--- config.mk ---
export PLATFORM = sky130hd
export DESIGN_NAME = exec_button_debouncer
export DESIGN_NICKNAME = d
export VERILOG_FILES = /design/src/rtl/exec_button_debouncer_pkg.sv /design/src/rtl/exec_button_debouncer_sync_2ff.sv /design/src/rtl/exec_button_debouncer.sv
export SDC_FILE = /design/constraint.sdc
export NUM_CORES = 1
export LEC_CHECK = 0
export BUFFER_PORTS_ARGS = -buffer_cell sky130_fd_sc_hd__clkbuf_2
export CAP_MARGIN = 20
export CORE_MARGIN = 1
export CORE_UTILIZATION = 45
export DETAILED_ROUTE_END_ITERATION = 8
export GPL_TIMING_DRIVEN = 0
export PLACE_DENSITY_LB_ADDON = 0.15
export SYNTH_ARGS = -nofsm -noshare
export SYNTH_HDL_FRONTEND = slang
export SYNTH_HIERARCHICAL = 1
export SYNTH_SLANG_ARGS = --single-unit
--- constraint.sdc ---
create_clock -name CLOCK -period 5.2 [get_ports CLOCK]
set_input_delay 1.04 -clock CLOCK [delete_from_list [all_inputs] [get_ports CLOCK]]
set_output_delay 1.04 -clock CLOCK [all_outputs]
set_load 0.05 [all_outputs]
--- src/rtl/exec_button_debouncer_pkg.sv ---
// Shared state encodings and board defaults for the EXEC button debouncer.
package exec_button_debouncer_pkg;

  typedef enum logic [1:0] {
    IDLE         = 2'd0,
    PRESS_WAIT   = 2'd1,
    HELD         = 2'd2,
    RELEASE_WAIT = 2'd3
  } state_e;

  // 5 ms at the 50 MHz board clock.
  localparam int unsigned DEFAULT_DEBOUNCE_CYCLES = 250000;

endpackage

--- src/rtl/exec_button_debouncer_sync_2ff.sv ---
// Two-flop synchroniser with async active-high reset to a chosen level.
// Latency 2 edges; no backpressure (plain level path).
module sync_2ff #(
  parameter logic RESET_VAL = 1'b0
) (
  input  logic clk_i,
  input  logic rst_i,
  input  logic d_i,
  output logic q_o
);

  logic meta_q;
  logic sync_q;

  always_ff @(posedge clk_i or posedge rst_i) begin
    if (rst_i) begin
      meta_q <= RESET_VAL;
      sync_q <= RESET_VAL;
    end else begin
      meta_q <= d_i;
      sync_q <= meta_q;
    end
  end

  assign q_o = sync_q;

endmodule

--- src/rtl/exec_button_debouncer.sv ---
// Debounces the EXEC pushbutton into a clean level, press/release strobes and a press count.
// Latency DEBOUNCE_CYCLES+3 edges from a stable change; no backpressure, strobes are one cycle.
module exec_button_debouncer
  import exec_button_debouncer_pkg::*;
#(
  parameter int unsigned DEBOUNCE_CYCLES = DEFAULT_DEBOUNCE_CYCLES,
  parameter int unsigned CNT_WIDTH       = 24,
  parameter bit          BTN_ACTIVE_LOW  = 1'b0
) (
  input  logic       CLOCK,
  input  logic       RESET,
  input  logic       BTN_RAW,
  output logic       EXEC,
  output logic       EXEC_PULSE,
  output logic       RELEASE_PULSE,
  output logic [7:0] PRESS_COUNT
);

  localparam logic [CNT_WIDTH-1:0] CNT_LAST = CNT_WIDTH'(DEBOUNCE_CYCLES - 1);

  logic                 btn;
  logic                 s;
  state_e               state_q;
  logic [CNT_WIDTH-1:0] cnt_q;
  logic                 exec_q;
  logic                 exec_pulse_q;
  logic                 release_pulse_q;
  logic [7:0]           press_cnt_q;
  logic                 cnt_done;

  assign btn = BTN_RAW ^ BTN_ACTIVE_LOW;

  sync_2ff #(
    .RESET_VAL(1'b0)
  ) u_sync (
    .clk_i(CLOCK),
    .rst_i(RESET),
    .d_i  (btn),
    .q_o  (s)
  );

  assign cnt_done = (cnt_q == CNT_LAST);

  // Any return to the old level drops back to the settled state, so a later
  // change restarts qualification from zero.
  always_ff @(posedge CLOCK or posedge RESET) begin
    if (RESET) begin
      state_q         <= IDLE;
      cnt_q           <= '0;
      exec_q          <= 1'b0;
      exec_pulse_q    <= 1'b0;
      release_pulse_q <= 1'b0;
      press_cnt_q     <= 8'd0;
    end else begin
      exec_pulse_q    <= 1'b0;
      release_pulse_q <= 1'b0;
      case (state_q)
        IDLE: begin
          if (s) begin
            state_q <= PRESS_WAIT;
            cnt_q   <= '0;
          end
        end
        PRESS_WAIT: begin
          if (!s) begin
            state_q <= IDLE;
          end else if (cnt_done) begin
            state_q      <= HELD;
            exec_q       <= 1'b1;
            exec_pulse_q <= 1'b1;
            press_cnt_q  <= press_cnt_q + 8'd1;
          end else begin
            cnt_q <= cnt_q + CNT_WIDTH'(1);
          end
        end
        HELD: begin
          if (!s) begin
            state_q <= RELEASE_WAIT;
            cnt_q   <= '0;
          end
        end
        RELEASE_WAIT: begin
          if (s) begin
            state_q <= HELD;
          end else if (cnt_done) begin
            state_q         <= IDLE;
            exec_q          <= 1'b0;
            release_pulse_q <= 1'b1;
          end else begin
            cnt_q <= cnt_q + CNT_WIDTH'(1);
          end
        end
        default: state_q <= IDLE;
      endcase
    end
  end

  assign EXEC          = exec_q;
  assign EXEC_PULSE    = exec_pulse_q;
  assign RELEASE_PULSE = release_pulse_q;
  assign PRESS_COUNT   = press_cnt_q;

endmodule

==> results of run 1 <==
==> registers in the layout (all words and copies together), names as in the netlist, named ones only <==
name	count
cnt_q	24
u_sync/meta_q	1
state_q	1
EXEC	1
PRESS_COUNT	8
EXEC_PULSE	1
u_sync/q_o	1
RELEASE_PULSE	1
==> power by group <==
part           total [W]  internal [W]  switching, W
clock network   0.000248      0.000143      0.000106
logic          0.0000291    0.00000797     0.0000211
registers       0.000313      0.000307    0.00000536
total           0.000590      0.000458      0.000132
==> layer usage <==
metal  vias up  GRT usage, %  share of wire, %
li1        849             -                 -
met3         5          3.85               4.2
met1       829          26.8                49
met4         0          5.11              0.99
met2        41          31.3                46
met5         -             0                 0
==> final cells by class <==
type / instances / area (um^2)
Multi-Input combinational cell: 156 / 1050
Clock inverter: 3 / 43.8
Buffer: 14 / 95.1
Tap cell: 52 / 65.1
Inverter: 5 / 18.8
Fill cell: 419 / 2060
Sequential cell: 39 / 976
Timing Repair Buffer: 13 / 65.1
Clock buffer: 5 / 68.8
==> worst reg2reg max path, cell delays in order, from the launching register on <==
cell     delay [ns]
dfrtp_1        0.45
and4_1         0.27
nand4_1        0.30
nor3_1         0.69
nor4_1         0.11
a211o_1        0.25
==> stage by stage <==
stage / total power [W] / setup slack, ns / cells
2_1_floorplan: 0.000338 / 3.33 / 214
3_3_place_gp: 0.000348 / 2.76 / 279
3_5_place_dp: 0.000349 / 3.05 / 279
4_1_cts: 0.000600 / 3.04 / 287
5_1_grt: 0.000612 / 2.91 / 287
6_report: 0.000590 / 3.04 / 287
==> cells in the final DEF, fill, tap and decap left out, drive strengths merged, types with 2 or more instances in the layout <==
master and n:
nor4 12, xnor2 12, o41ai 3, o311ai 3, clkbuf 23, o211ai 3, dfrtp 39, nand4 9
xor2 2, ha 2, and3 3, clkinv 2, o21ai 7, a21oi 5, nand3 17, a31oi 4
nor2 10, nand3b 2, nor3 6, a22o 8, buf 9, and4 6, inv 5, nor4b 2
o31ai 4, nand2 20, mux2 4
==> cell families after synthesis <==
logic type                 after synthesis
AOI/OAI and AO/OA                       42
xor gates and xnor gates                14
adders and majority gates                2
buffers and inverters                   19
DFF                                     39
muxes                                    5
and+or+nand+nor                         93
==> final timing paths <==
path / startpoint / cells past startpoint / end / slack (ns)
worst max-delay path: cnt_q[14] / 5 / cnt_q[12] / 3.04
worst min-delay path: u_sync/meta_q / 0 / u_sync/q_o / 0.36
worst max register to register: cnt_q[14] / 5 / cnt_q[12] / 3.04
worst min register to register: u_sync/meta_q / 0 / u_sync/q_o / 0.36
max in group asynchronous: RESET / 2 / cnt_q[17] / 3.83
min in group asynchronous: RESET / 2 / u_sync/q_o / 0.58
==> results.cfg, run 1 <==
[run]
maxCapViolCount = 0

[final_layout]
diodes = 0
layout-drive-gt1-share_pct = 18.3
finish.instance_area_um2 = 2380
final_nets = 239
fin_util_pct = 53.5
syn_to_final_growth_pct = 11.4

[cts]
cts_hold_buf = 0
cts_setup_buffers = 0
htreeDepth = 2
cts.clk_slew.worst_paths_ns = 0.08
cts_tree = built
clock_path_buffers = 2
clock-sinks = 39
clock_latency_ns = 0.29
cts_buffers = 5
ctsResizeCount = 0
ctsRootBufferMaster = clkbuf_8

[synth]
yosys-top-cells-area = dfrtp_1 (46%), xnor2_1 (4.9%), nand3_1 (4.0%)
synth_cell_types = 46
syn-num-nets = 219
synth-simple-area-share_pct = 25.2
avgSynthCellArea_um2 = 9.99
synth_top_family_by_area = simple AND/OR/NAND/NOR gates
synth_edf_count = 0
syn_area_um2 = 2140
synth-seq-cells = 39
synthAdderAreaFrac_pct = 1.17
synth_top_area_share_pct = 45.7
synthMuxAreaShare_pct = 2.58
yosys_warnings = 6
synthXorXnorAreaFrac_pct = 5.74
syn-instance-count = 214
seq_area_frac_synth_pct = 45.7
synth-compound-area-share_pct = 14.3
synth.most_common_cell = dfrtp_1
synthArstFlopShare_pct = 100
synth_area_leader_cell = dfrtp_1
synthFlopType = dfrtp_1
yosys-top-cells-count = dfrtp_1 (39), nand2_1 (20), nand3_1 (17), xnor2_1 (12), nor4_1 (11)

[placed_design]
gp_congestion = 0.803
dpl-instance-area_um2 = 2270
dp_hpwl_um = 3130
io_buffers = 13

[global_route]
grt_pass1_wl_um = 7730
grt_max_degree = 38
grt_overflow = 0
antenna_found_initial = 0
grt_use_total_pct = 19.4
grt_pass1_vias = 1656

[worst_setup_path]
crit_chain = and4_1, nand4_1, nor3_1, nor4_1, a211o_1
required_ns = 5.38
cp_num_buf_inv = 0
cp_max_fo = 7
cp_slowest_cell = nor3_1
critPathKind = reg2reg
critical_path.max_stage_delay_ns = 0.68
start_kind = register
crit_path_end_kind = register
crit_family = simple AND/OR/NAND/NOR gates
worstPathArrival_ns = 2.34

[die]
io-pin-count = 14
core-area_um2 = 4440
start_util_pct = 48.1
die_h_um = 70.9
die_w_um = 70.9
die_area_um2 = 5030
rows = 24

[routing]
routed_wl_um = 4440
viasPerCell = 6.01
vias = 1724
dr.pass1.iters = 4
drc_errors = 0
drtIter0Drc = 78
drt.antenna.violating_nets = 0
wl_per_cell_um = 15.5

[power]
p_leak_nw = 1.04
vdd_drop_max_mv = 0.176
powerDensity_nw_per_um2 = 248

[sta]
slew-limit-headroom_pct = 49.2
min_period_ns = 2.16
finalSetupViolCount = 0
hold_viol = 0
tightest_slew_ns = 0.755
max_freq_mhz = 463
post-route-period-util_pct = 41.5
rsz0062_at_grt = no
clock_skew_ns = 0.00845
finalMaxSlewViolations = 0
fin_hold_ws_ns = 0.362
fin_tns_setup_ns = 0

[run_status]
outcome = finished, final reports clean

[worst_hold_path]
min_path_type = reg2reg
(Power assumes the default switching activity.)
==> run 2, diff against run 1 <==
==> constraint.sdc (replaced) <==
create_clock -name CLOCK -period 2 [get_ports CLOCK]
set_input_delay 0.4 -clock CLOCK [delete_from_list [all_inputs] [get_ports CLOCK]]
set_output_delay 0.4 -clock CLOCK [all_outputs]
set_load 0.05 [all_outputs]
==> results.cfg, run 2 (synthesis results as in run 1) <==
[run_status]
outcome = finished, final reports clean

[power]
p_switching_w = 0.000350
power_frac_seq_pct = 52.6
p_leak_nw = 1.10
p_int_w = 0.00120
vdd_drop_max_mv = 0.443
p_comb_share_pct = 5.5
switching_share_pct = 22.6
clock_power_share_pct = 41.9
powerDensity_nw_per_um2 = 614

[final_layout]
syn_to_final_growth_pct = 17.9
largest_register = cnt_q
largest_register_ffs = 24
layout-drive-gt1-share_pct = 27.8
diodes = 0
fin_util_pct = 56.7
nFillCells = 415
layoutNonFillerInstCount = 297
final_nets = 249
multiInputGateArea_um2 = 1100
seqCellArea_um2 = 981
final_cell_mix = dfrtp_1 (35), nand2_1 (20), clkbuf_2 (16), nand3_1 (16), xnor2_1 (12)
layout_commonest_cell = dfrtp_1

[routing]
drt.antenna.violating_nets = 0
drc_errors = 0
viasPerCell = 6.02
dr_wl_met3_um = 224
m1WireLength_um = 2180
wl_per_cell_um = 15.5
route.met2.wl_um = 2140
vias = 1787
drtIter0Drc = 86
top_layer = met4
routed_wl_um = 4590
dr.pass1.iters = 4

[worst_setup_path]
start_kind = register
crit_path_end_kind = register
cp_num_buf_inv = 0
cp_max_fo = 7
critPathKind = reg2reg
required_ns = 2.18
crit_chain = and4_1, nand4_1, nor3_2, nor4_1, a211o_1
critical_path.max_stage_delay_ns = 0.48
worstPathArrival_ns = 2.12
cp_slowest_cell = nor3_2
crit_family = simple AND/OR/NAND/NOR gates

[sta]
hold_viol = 0
fin_hold_ws_ns = 0.211
slew-limit-headroom_pct = 49.6
fin_tns_setup_ns = 0
tightest_slew_ns = 0.754
clock_skew_ns = 0.00674
post-route-period-util_pct = 96.8
finalSetupViolCount = 0
finalMaxSlewViolations = 0
min_period_ns = 1.94
rsz0062_at_grt = yes
max_freq_mhz = 516

[placed_design]
io_buffers = 13
dp_hpwl_um = 3130
gp_congestion = 0.803
placed_cells = 279

[global_route]
grt_max_degree = 38
grt_pass1_vias = 1676
grt_overflow = 0
grt_pass1_wl_um = 7770
grt_use_total_pct = 19.4
antenna_found_initial = 0

[die]
die_w_um = 70.9
io-pin-count = 14
die_area_um2 = 5030
start_util_pct = 48.1
die_h_um = 70.9
rows = 24
core-area_um2 = 4440

[cts]
cts.clk_slew.worst_paths_ns = 0.08
clock_latency_ns = 0.29
cts_buffers = 5
clock-sinks = 39
clock_path_buffers = 2
cts_tree = built
ctsRootBufferMaster = clkbuf_8
htreeDepth = 2

[run]
maxCapViolCount = 0

[worst_hold_path]
min_path_type = in2reg
## run 2: timing repair
item / 4_1_cts / 5_1_grt
hold buffers: 1 / 0
endpoints found under the setup margin: 18 / 19
pin swaps: 2 / 2
buffers inserted: 3 / 6
endpoints found under the hold margin: 2 / 0
gates resized for setup: 5 / 14
## run 2: worst register-to-register path, cell delays in order, from the launching register on
cell and delay, ns:
dfrtp_1 0.44, and4_1 0.26, nand4_1 0.31, nor3_2 0.48, nor4_1 0.10, a211o_1 0.24
## run 2: routing by layer
layer	up-vias	GRT usage, %
met5	-	0
met4	0	5.11
met3	5	3.85
met2	46	31.6
met1	867	26.7
li1	869	-
## run 2: final timing paths
kind	cells after the start	slack, ns	to	startpoint
hold reg to reg	0	0.36	u_sync/q_o	u_sync/meta_q
max in group asynchronous	3	0.69	cnt_q[0]	RESET
min in group asynchronous	3	0.50	u_sync/q_o	RESET
setup reg to reg	5	0.06	cnt_q[12]	cnt_q[15]
hold / removal	1	0.21	u_sync/meta_q	BTN_RAW
setup / recovery	5	0.06	cnt_q[12]	cnt_q[15]
## run 2: cell type report
| cell class | count | share of cell area [%] |
|---|---|---|
| multi-input cells | 156 | 43.7 |
| flip-flops and latches | 39 | 38.9 |
| repair buffers | 23 | 5.66 |
| plain buffers | 14 | 3.87 |
| clock buffers | 5 | 2.73 |
| well taps | 52 | 2.58 |
| clock inverters | 3 | 1.74 |
| inverters | 5 | 0.745 |
## run 2: metrics by stage
stage	total power (W)	instance area (um^2)	worst slack, ns
floorplan	0.000880	2140	0.150
global placement	0.000904	2270	-0.111
detailed placement	0.000906	2270	-0.149
CTS	0.00156	2430	0.00405
global route	0.00160	2520	-0.0220
finish	0.00155	2520	0.0638
## run 2: power by group through the flow
stage	Combinational [W]	Clock (W)	Sequential [W]
floorplan	0.0000554	0	0.000825
global placement	0.0000762	0	0.000828
detailed placement	0.0000779	0	0.000828
CTS	0.0000807	0.000670	0.000813
global route	0.0000967	0.000692	0.000815
finish	0.0000858	0.000649	0.000813
